File: src/rtl/add_share_pkg.sv
// Shared types and defaults for the time-shared adder controller.
// Latency: n/a (declarations only).
// Backpressure: n/a.
package add_share_pkg;

    // Controller phases: waiting for work, adder settling, result held.
    typedef enum logic [1:0] {
        IDLE = 2'd0,
        ADD  = 2'd1,
        DONE = 2'd2
    } state_t;

    localparam int DEF_NREQ       = 4;
    localparam int DEF_WIDTH      = 32;
    localparam int DEF_ADD_CYCLES = 2;

    // Width needed to index n items; never less than one bit.
    function automatic int tag_width(input int n);
        return (n > 1) ? $clog2(n) : 1;
    endfunction

endpackage

File: src/rtl/fulladder.sv
// One-bit full adder cell, the building block of the ripple chain.
// Latency: combinational.
// Backpressure: n/a.
//
// Ports: a, b, ci -> s (sum), co (carry-out).
module fulladder (
    input  logic a,
    input  logic b,
    input  logic ci,
    output logic s,
    output logic co
);

    assign s  = a ^ b ^ ci;
    assign co = (a & b) | (ci & (a ^ b));

endmodule

File: src/rtl/ripple_adder.sv
// Structural WIDTH-bit ripple-carry adder with carry-in and carry-out.
// Latency: combinational; the carry chain is long, so its consumer allows a multicycle window.
// Backpressure: n/a.
//
// Ports: a, b (WIDTH), cin -> sum (WIDTH+1, carry-out in MSB).
module ripple_adder #(
    parameter int WIDTH = 32
) (
    input  logic [WIDTH-1:0] a,
    input  logic [WIDTH-1:0] b,
    input  logic             cin,
    output logic [WIDTH:0]   sum
);

    logic [WIDTH:0] w_c;

    assign w_c[0] = cin;

    for (genvar i = 0; i < WIDTH; i++) begin : g_bit
        fulladder u_fa (
            .a  (a[i]),
            .b  (b[i]),
            .ci (w_c[i]),
            .s  (sum[i]),
            .co (w_c[i+1])
        );
    end

    assign sum[WIDTH] = w_c[WIDTH];

endmodule

File: src/rtl/rr_arbiter.sv
// Round-robin grant picker: first requester after ptr (wrapping) wins.
// Latency: combinational; the pointer register lives in the parent.
// Backpressure: en low forces an all-zero grant.
//
// Ports: req (NREQ), ptr (last granted index), en -> grant (one-hot or zero).
module rr_arbiter
    import add_share_pkg::*;
#(
    parameter int NREQ  = DEF_NREQ,
    parameter int TAG_W = tag_width(NREQ)
) (
    input  logic [NREQ-1:0]  req,
    input  logic [TAG_W-1:0] ptr,
    input  logic             en,
    output logic [NREQ-1:0]  grant
);

    logic w_found;
    int   w_idx;

    // Walk ptr+1, ptr+2, ... wrapping once; the first asserted request wins.
    always_comb begin
        grant   = '0;
        w_found = 1'b0;
        w_idx   = 0;
        for (int k = 1; k <= NREQ; k++) begin
            w_idx = int'(ptr) + k;
            if (w_idx >= NREQ) begin
                w_idx = w_idx - NREQ;
            end
            if (en && !w_found && req[w_idx]) begin
                grant[w_idx] = 1'b1;
                w_found      = 1'b1;
            end
        end
    end

endmodule

File: src/rtl/add_share_ctrl.sv
// Time-shares one ripple-carry adder among NREQ requesters with round-robin arbitration.
// Latency: result valid ADD_CYCLES edges after the accept edge; one op per ADD_CYCLES+1 cycles.
// Backpressure: result held while res_ready is low; no new grant until it is consumed.
//
// Ports: clk, rst_n (async, active-low);
//        req_valid/req_ready (per requester), req_a/req_b (NREQ*WIDTH slices), req_cin;
//        res_valid/res_ready, res_sum (WIDTH+1, carry-out in MSB), res_tag (requester index).
module add_share_ctrl
    import add_share_pkg::*;
#(
    parameter int NREQ       = DEF_NREQ,
    parameter int WIDTH      = DEF_WIDTH,
    parameter int ADD_CYCLES = DEF_ADD_CYCLES,
    parameter int TAG_W      = tag_width(NREQ)
) (
    input  logic                    clk,
    input  logic                    rst_n,
    input  logic [NREQ-1:0]         req_valid,
    output logic [NREQ-1:0]         req_ready,
    input  logic [NREQ*WIDTH-1:0]   req_a,
    input  logic [NREQ*WIDTH-1:0]   req_b,
    input  logic [NREQ-1:0]         req_cin,
    output logic                    res_valid,
    input  logic                    res_ready,
    output logic [WIDTH:0]          res_sum,
    output logic [TAG_W-1:0]        res_tag
);

    localparam int               CNT_W    = tag_width(ADD_CYCLES);
    localparam logic [CNT_W-1:0] CNT_LOAD = CNT_W'(ADD_CYCLES - 1);
    localparam logic [TAG_W-1:0] PTR_RST  = TAG_W'(NREQ - 1);

    state_t             r_state;
    state_t             w_state_nxt;
    logic [WIDTH-1:0]   r_a;
    logic [WIDTH-1:0]   r_b;
    logic               r_cin;
    logic [TAG_W-1:0]   r_tag;
    logic [CNT_W-1:0]   r_cnt;
    logic [TAG_W-1:0]   r_ptr;

    logic               w_arb_en;
    logic [NREQ-1:0]    w_grant;
    logic               w_accept;
    logic [TAG_W-1:0]   w_gnt_idx;
    logic [WIDTH-1:0]   w_sel_a;
    logic [WIDTH-1:0]   w_sel_b;
    logic               w_sel_cin;
    logic [WIDTH:0]     w_sum;

    // Grants are offered when idle, or when the held result leaves this cycle.
    // Gating with rst_n keeps req_ready low for the whole reset assertion.
    assign w_arb_en = rst_n & ((r_state == IDLE) | ((r_state == DONE) & res_ready));

    rr_arbiter #(
        .NREQ  (NREQ),
        .TAG_W (TAG_W)
    ) u_arb (
        .req   (req_valid),
        .ptr   (r_ptr),
        .en    (w_arb_en),
        .grant (w_grant)
    );

    assign req_ready = w_grant;
    assign w_accept  = |(req_valid & w_grant);

    // One-hot grant to index plus operand select; this feeds the latches only.
    always_comb begin
        w_gnt_idx = '0;
        w_sel_a   = '0;
        w_sel_b   = '0;
        w_sel_cin = 1'b0;
        for (int i = 0; i < NREQ; i++) begin
            if (w_grant[i]) begin
                w_gnt_idx = TAG_W'(i);
                w_sel_a   = req_a[i*WIDTH +: WIDTH];
                w_sel_b   = req_b[i*WIDTH +: WIDTH];
                w_sel_cin = req_cin[i];
            end
        end
    end

    // Adder sees only latched operands, so r_a/r_b/r_cin -> res_sum is the
    // sole multicycle path (ADD_CYCLES cycles).
    ripple_adder #(
        .WIDTH (WIDTH)
    ) u_add (
        .a   (r_a),
        .b   (r_b),
        .cin (r_cin),
        .sum (w_sum)
    );

    always_comb begin
        w_state_nxt = r_state;
        unique case (r_state)
            IDLE: begin
                if (w_accept) begin
                    w_state_nxt = ADD;
                end
            end
            ADD: begin
                if (r_cnt == '0) begin
                    w_state_nxt = DONE;
                end
            end
            DONE: begin
                if (res_ready) begin
                    w_state_nxt = w_accept ? ADD : IDLE;
                end
            end
            default: w_state_nxt = IDLE;
        endcase
    end

    always_ff @(posedge clk or negedge rst_n) begin
        if (!rst_n) begin
            r_state <= IDLE;
        end else begin
            r_state <= w_state_nxt;
        end
    end

    always_ff @(posedge clk or negedge rst_n) begin
        if (!rst_n) begin
            r_a       <= '0;
            r_b       <= '0;
            r_cin     <= 1'b0;
            r_tag     <= '0;
            r_cnt     <= '0;
            r_ptr     <= PTR_RST;
            res_valid <= 1'b0;
            res_sum   <= '0;
            res_tag   <= '0;
        end else begin
            // Consume; a same-edge accept below starts the next operation.
            if ((r_state == DONE) && res_ready) begin
                res_valid <= 1'b0;
            end

            if (r_state == ADD) begin
                if (r_cnt != '0) begin
                    r_cnt <= r_cnt - 1'b1;
                end else begin
                    res_sum   <= w_sum;
                    res_tag   <= r_tag;
                    res_valid <= 1'b1;
                end
            end

            if (w_accept) begin
                r_a   <= w_sel_a;
                r_b   <= w_sel_b;
                r_cin <= w_sel_cin;
                r_tag <= w_gnt_idx;
                r_cnt <= CNT_LOAD;
                r_ptr <= w_gnt_idx;
            end
        end
    end

endmodule
File: config.mk
export PLATFORM = sky130hd
export DESIGN_NAME = add_share_ctrl
export DESIGN_NICKNAME = d
export VERILOG_FILES = /design/src/rtl/add_share_pkg.sv /design/src/rtl/fulladder.sv /design/src/rtl/ripple_adder.sv /design/src/rtl/rr_arbiter.sv /design/src/rtl/add_share_ctrl.sv
export SDC_FILE = /design/constraint.sdc
export NUM_CORES = 1
export LEC_CHECK = 0
export BUFFER_PORTS_ARGS = -buffer_cell sky130_fd_sc_hd__buf_2
export CAP_MARGIN = 10
export CORE_ASPECT_RATIO = 0.75
export CORE_MARGIN = 2
export CORE_UTILIZATION = 25
export DETAILED_ROUTE_END_ITERATION = 10
export GPL_TIMING_DRIVEN = 0
export PLACE_DENSITY = 0.55
export SYNTH_ARGS = -nofsm -noshare
export SYNTH_HDL_FRONTEND = slang
export SYNTH_SLANG_ARGS = --single-unit
File: constraint.sdc
create_clock -name clk -period 22 [get_ports clk]
set_input_delay 6.6 -clock clk [delete_from_list [all_inputs] [get_ports clk]]
set_output_delay 6.6 -clock clk [all_outputs]
set_load 0.005 [all_outputs]
==> results.toml <==
[layout]
fillers = 3115
final_core_util = 0.336
layout-drive-gt1-share = 0.455
area_growth_pct = 30.8
register_area_mm2 = 0.00271
multiInputGateArea_mm2 = 0.00436
final_nets = 1284

[timing]
finalCritPeriodShare = 0.707
setup_viol = 0
rsz0062_at_grt = "false"
fmax_ghz = 0.0643
clock-skew-final_ns = 0.0111
setup_ws_ns = 6.46
slew_violations = 0
fin_crit_ns = 15.54
relSlewSlack = 0.456
finalHoldViolCount = 0
finalSetupTns_ns = 0
worst_pin_slew_ns = 0.816

[clock_network]
hold_buffers = 0
postCtsSetupRepairBufs = 0
ctsHtreeMaxLevel = 3
cts_buffer_depth = 2
clk_pin_slew_ns = 0.07
cts_tree = "yes"
clk_latency_ns = 0.37
cts.repair.resized = 0
root_buffer = "clkbuf_16"
cts.sinks = 108
numCtsBuffers = 9

[logic_synthesis]
synth_edf_count = 0
synth_fp_nets = 967
ys_types = 43
ys_warn_count = 0
synthesis.area_mm2 = 0.00753
yosysTopAreaCell = "dfrtp_1"
synth_cells = 661
synth.avg_cell_area_um2 = 11.4
synthFlopType = "dfrtp_1"
synth_top_area_share = 0.352
yosys-top-cells-area = "dfrtp_1 35%, a221oi_2 10%, mux2i_1 8.6%"
ys_ff_latch = 108
synth_seq_area_share = 0.359
async_flop_share = 1.00

[hold_path]
min_from = "res_sum[32]"
hold_path_end = "res_sum[32]"
whs_path_depth = 2
hold_class = "reg -> reg"

[placement]
gp_congestion = 0.827
portBuffers = 305
dp_hpwl_um = 23800
place_ws_ns = 6.46

[floorplanning]
num_io_pins = 307
die_area_mm2 = 0.0315
coreArea_mm2 = 0.0293
start_util = 0.257
rows = 54
die_h_um = 154
die_w_um = 204

[detailed_routing]
firstDrtPassIters = 5
postRouteAntennaNets = 0
drt_wl_total_um = 30100
vias = 6719
via_per_inst = 4.88
drt_iter0_drc = 329
wl_per_cell_um = 21.9
drc = 0

[power]
total_power_uw = 1260
vdd_drop_max_v = 0.0000475
p_comb_frac = 0.621
switching_share = 0.470
switchingPower_uw = 594
p_leak_uw = 0.00488
seqPwrFrac = 0.254
p_int_uw = 670
power_density_mw_per_mm2 = 128
p_clk_frac = 0.125

[grt]
grt_first_pass_wirelength_um = 44400
grt_use_total = 0.191
grt_pass1_vias = 7104
grt_max_degree = 59
antenna_found_initial = 2
grt_overflow = 0

[critical_path]
startpoint = "req_valid[0]"
reg2reg_from = "r_cin"
required_ns = 15.40
path_class = "in -> out"
cp-end-kind = "primary output"
rrSetupSlack_ns = 8.20
startpoint_type = "input pin"
r2r-end = "res_sum[31]"
worstPathArrival_ns = 8.94
r2r.worst_path.cells = 36
crit_fanout = 10

[run_status]
status = "completed"

[flow_run]
cap_viol_max_count = 0
-- logic make-up (layout without fill, tap and decap cells) --
kind of cell | count (synthesis) | count (layout) | share of synthesized area
buf+inv | 83 | 405 | 0.0613
fa+ha+maj | 39 | 39 | 0.0967
simple gates | 105 | 105 | 0.0846
compound gates | 227 | 227 | 0.258
mux | 99 | 99 | 0.140
flops | 108 | 108 | 0.359
other cells | 0 | 1 | 0
-- registers in the layout (all words and copies together) (netlist names) --
name,count
res_valid,1
r_b,32
res_sum,33
r_cin,1
r_tag,2
r_a,32
r_cnt,1
r_ptr,2
r_state,2
res_tag,2
-- cell usage in the layout (no fill, tap or decap), types with 2 or more instances in the layout --
master / count
nor2b_1: 66
nand2b_1: 2
a21oi_1: 5
buf_2: 322
mux4_2: 2
buf_6: 2
inv_1: 19
a221oi_2: 51
o21ai_0: 74
buf_4: 5
clkbuf_1: 33
o31ai_1: 65
or3b_2: 4
and3b_1: 2
nor2_1: 3
clkinv_2: 3
dfrtp_1: 106
buf_12: 6
dfstp_2: 2
nand2_1: 17
buf_1: 2
clkbuf_16: 9
fa_1: 32
a21boi_0: 4
mux2i_1: 65
mux2_2: 32
nor3b_1: 3
a221oi_1: 18
ha_1: 7
nor3_1: 5
-- metrics by stage --
stage / cell area (µm²) / std cells / hold slack (ns)
4_1_cts: 9840 / 1375 / 0.483
3_3_place_gp: 9550 / 1358 / 0.460
6_report: 9850 / 1376 / 0.479
3_5_place_dp: 9580 / 1359 / 0.465
5_1_grt: 9850 / 1376 / 0.505
2_1_floorplan: 7530 / 661 / 0.447
-- synthesized netlist by cell type (3+ instances only) --
cell and instances:
a21boi_0 4, or3b_2 4, nor3_1 5, dfrtp_1 106
mux2_2 32, o21ai_0 74, mux2i_1 65, buf_4 5
fa_1 32, a221oi_1 18, buf_2 18, inv_1 19
nor2_1 3, a221oi_2 51, nor3b_1 3, buf_12 6
nand2_1 17, nor2b_1 66, a21oi_1 5, o31ai_1 65
clkbuf_1 30, ha_1 7
-- power by group through the flow --
stage	clock network, µW	logic (µW)	registers, µW
after floorplan	0	520	315
after global placement	0	786	325
after detailed placement	0	792	327
after CTS	165	797	323
after global routing	172	862	332
final	157	785	321
-- final cells by class --
cell class              instances  share of cell area
inverters                      20             0.00762
repair buffers                306               0.158
flip-flops and latches        108               0.275
diodes                          1            0.000254
well taps                     392              0.0498
multi-input cells             470               0.443
plain buffers                  63              0.0393
clock buffers                  13              0.0254
clock inverters                 3             0.00152
-- how the worst max path moves through the flow --
stage	endpoint	slack (ns)	cells past startpoint
global route	req_ready[2]	6.37	8
finish	req_ready[2]	6.46	8
detailed placement	req_ready[2]	6.46	8
CTS	req_ready[2]	6.46	8
global placement	req_ready[2]	4.99	7
floorplan	req_ready[2]	6.97	7
-- worst max-delay path, stage by stage --
cell	delay, ns
buf_2	0.15
mux4_2	0.54
or4b_4	0.56
nor2_1	0.28
a221oi_2	0.17
inv_2	0.14
buf_2	0.31
buf_2	0.18
-- routing by layer --
metal,global-route usage,vias up,part of all wire
li1,-,3141,-
met1,0.257,3261,0.45
met2,0.306,272,0.46
met3,0.0428,45,0.065
met4,0.0590,0,0.022
met5,0,-,0
(Power assumes the default switching activity.)
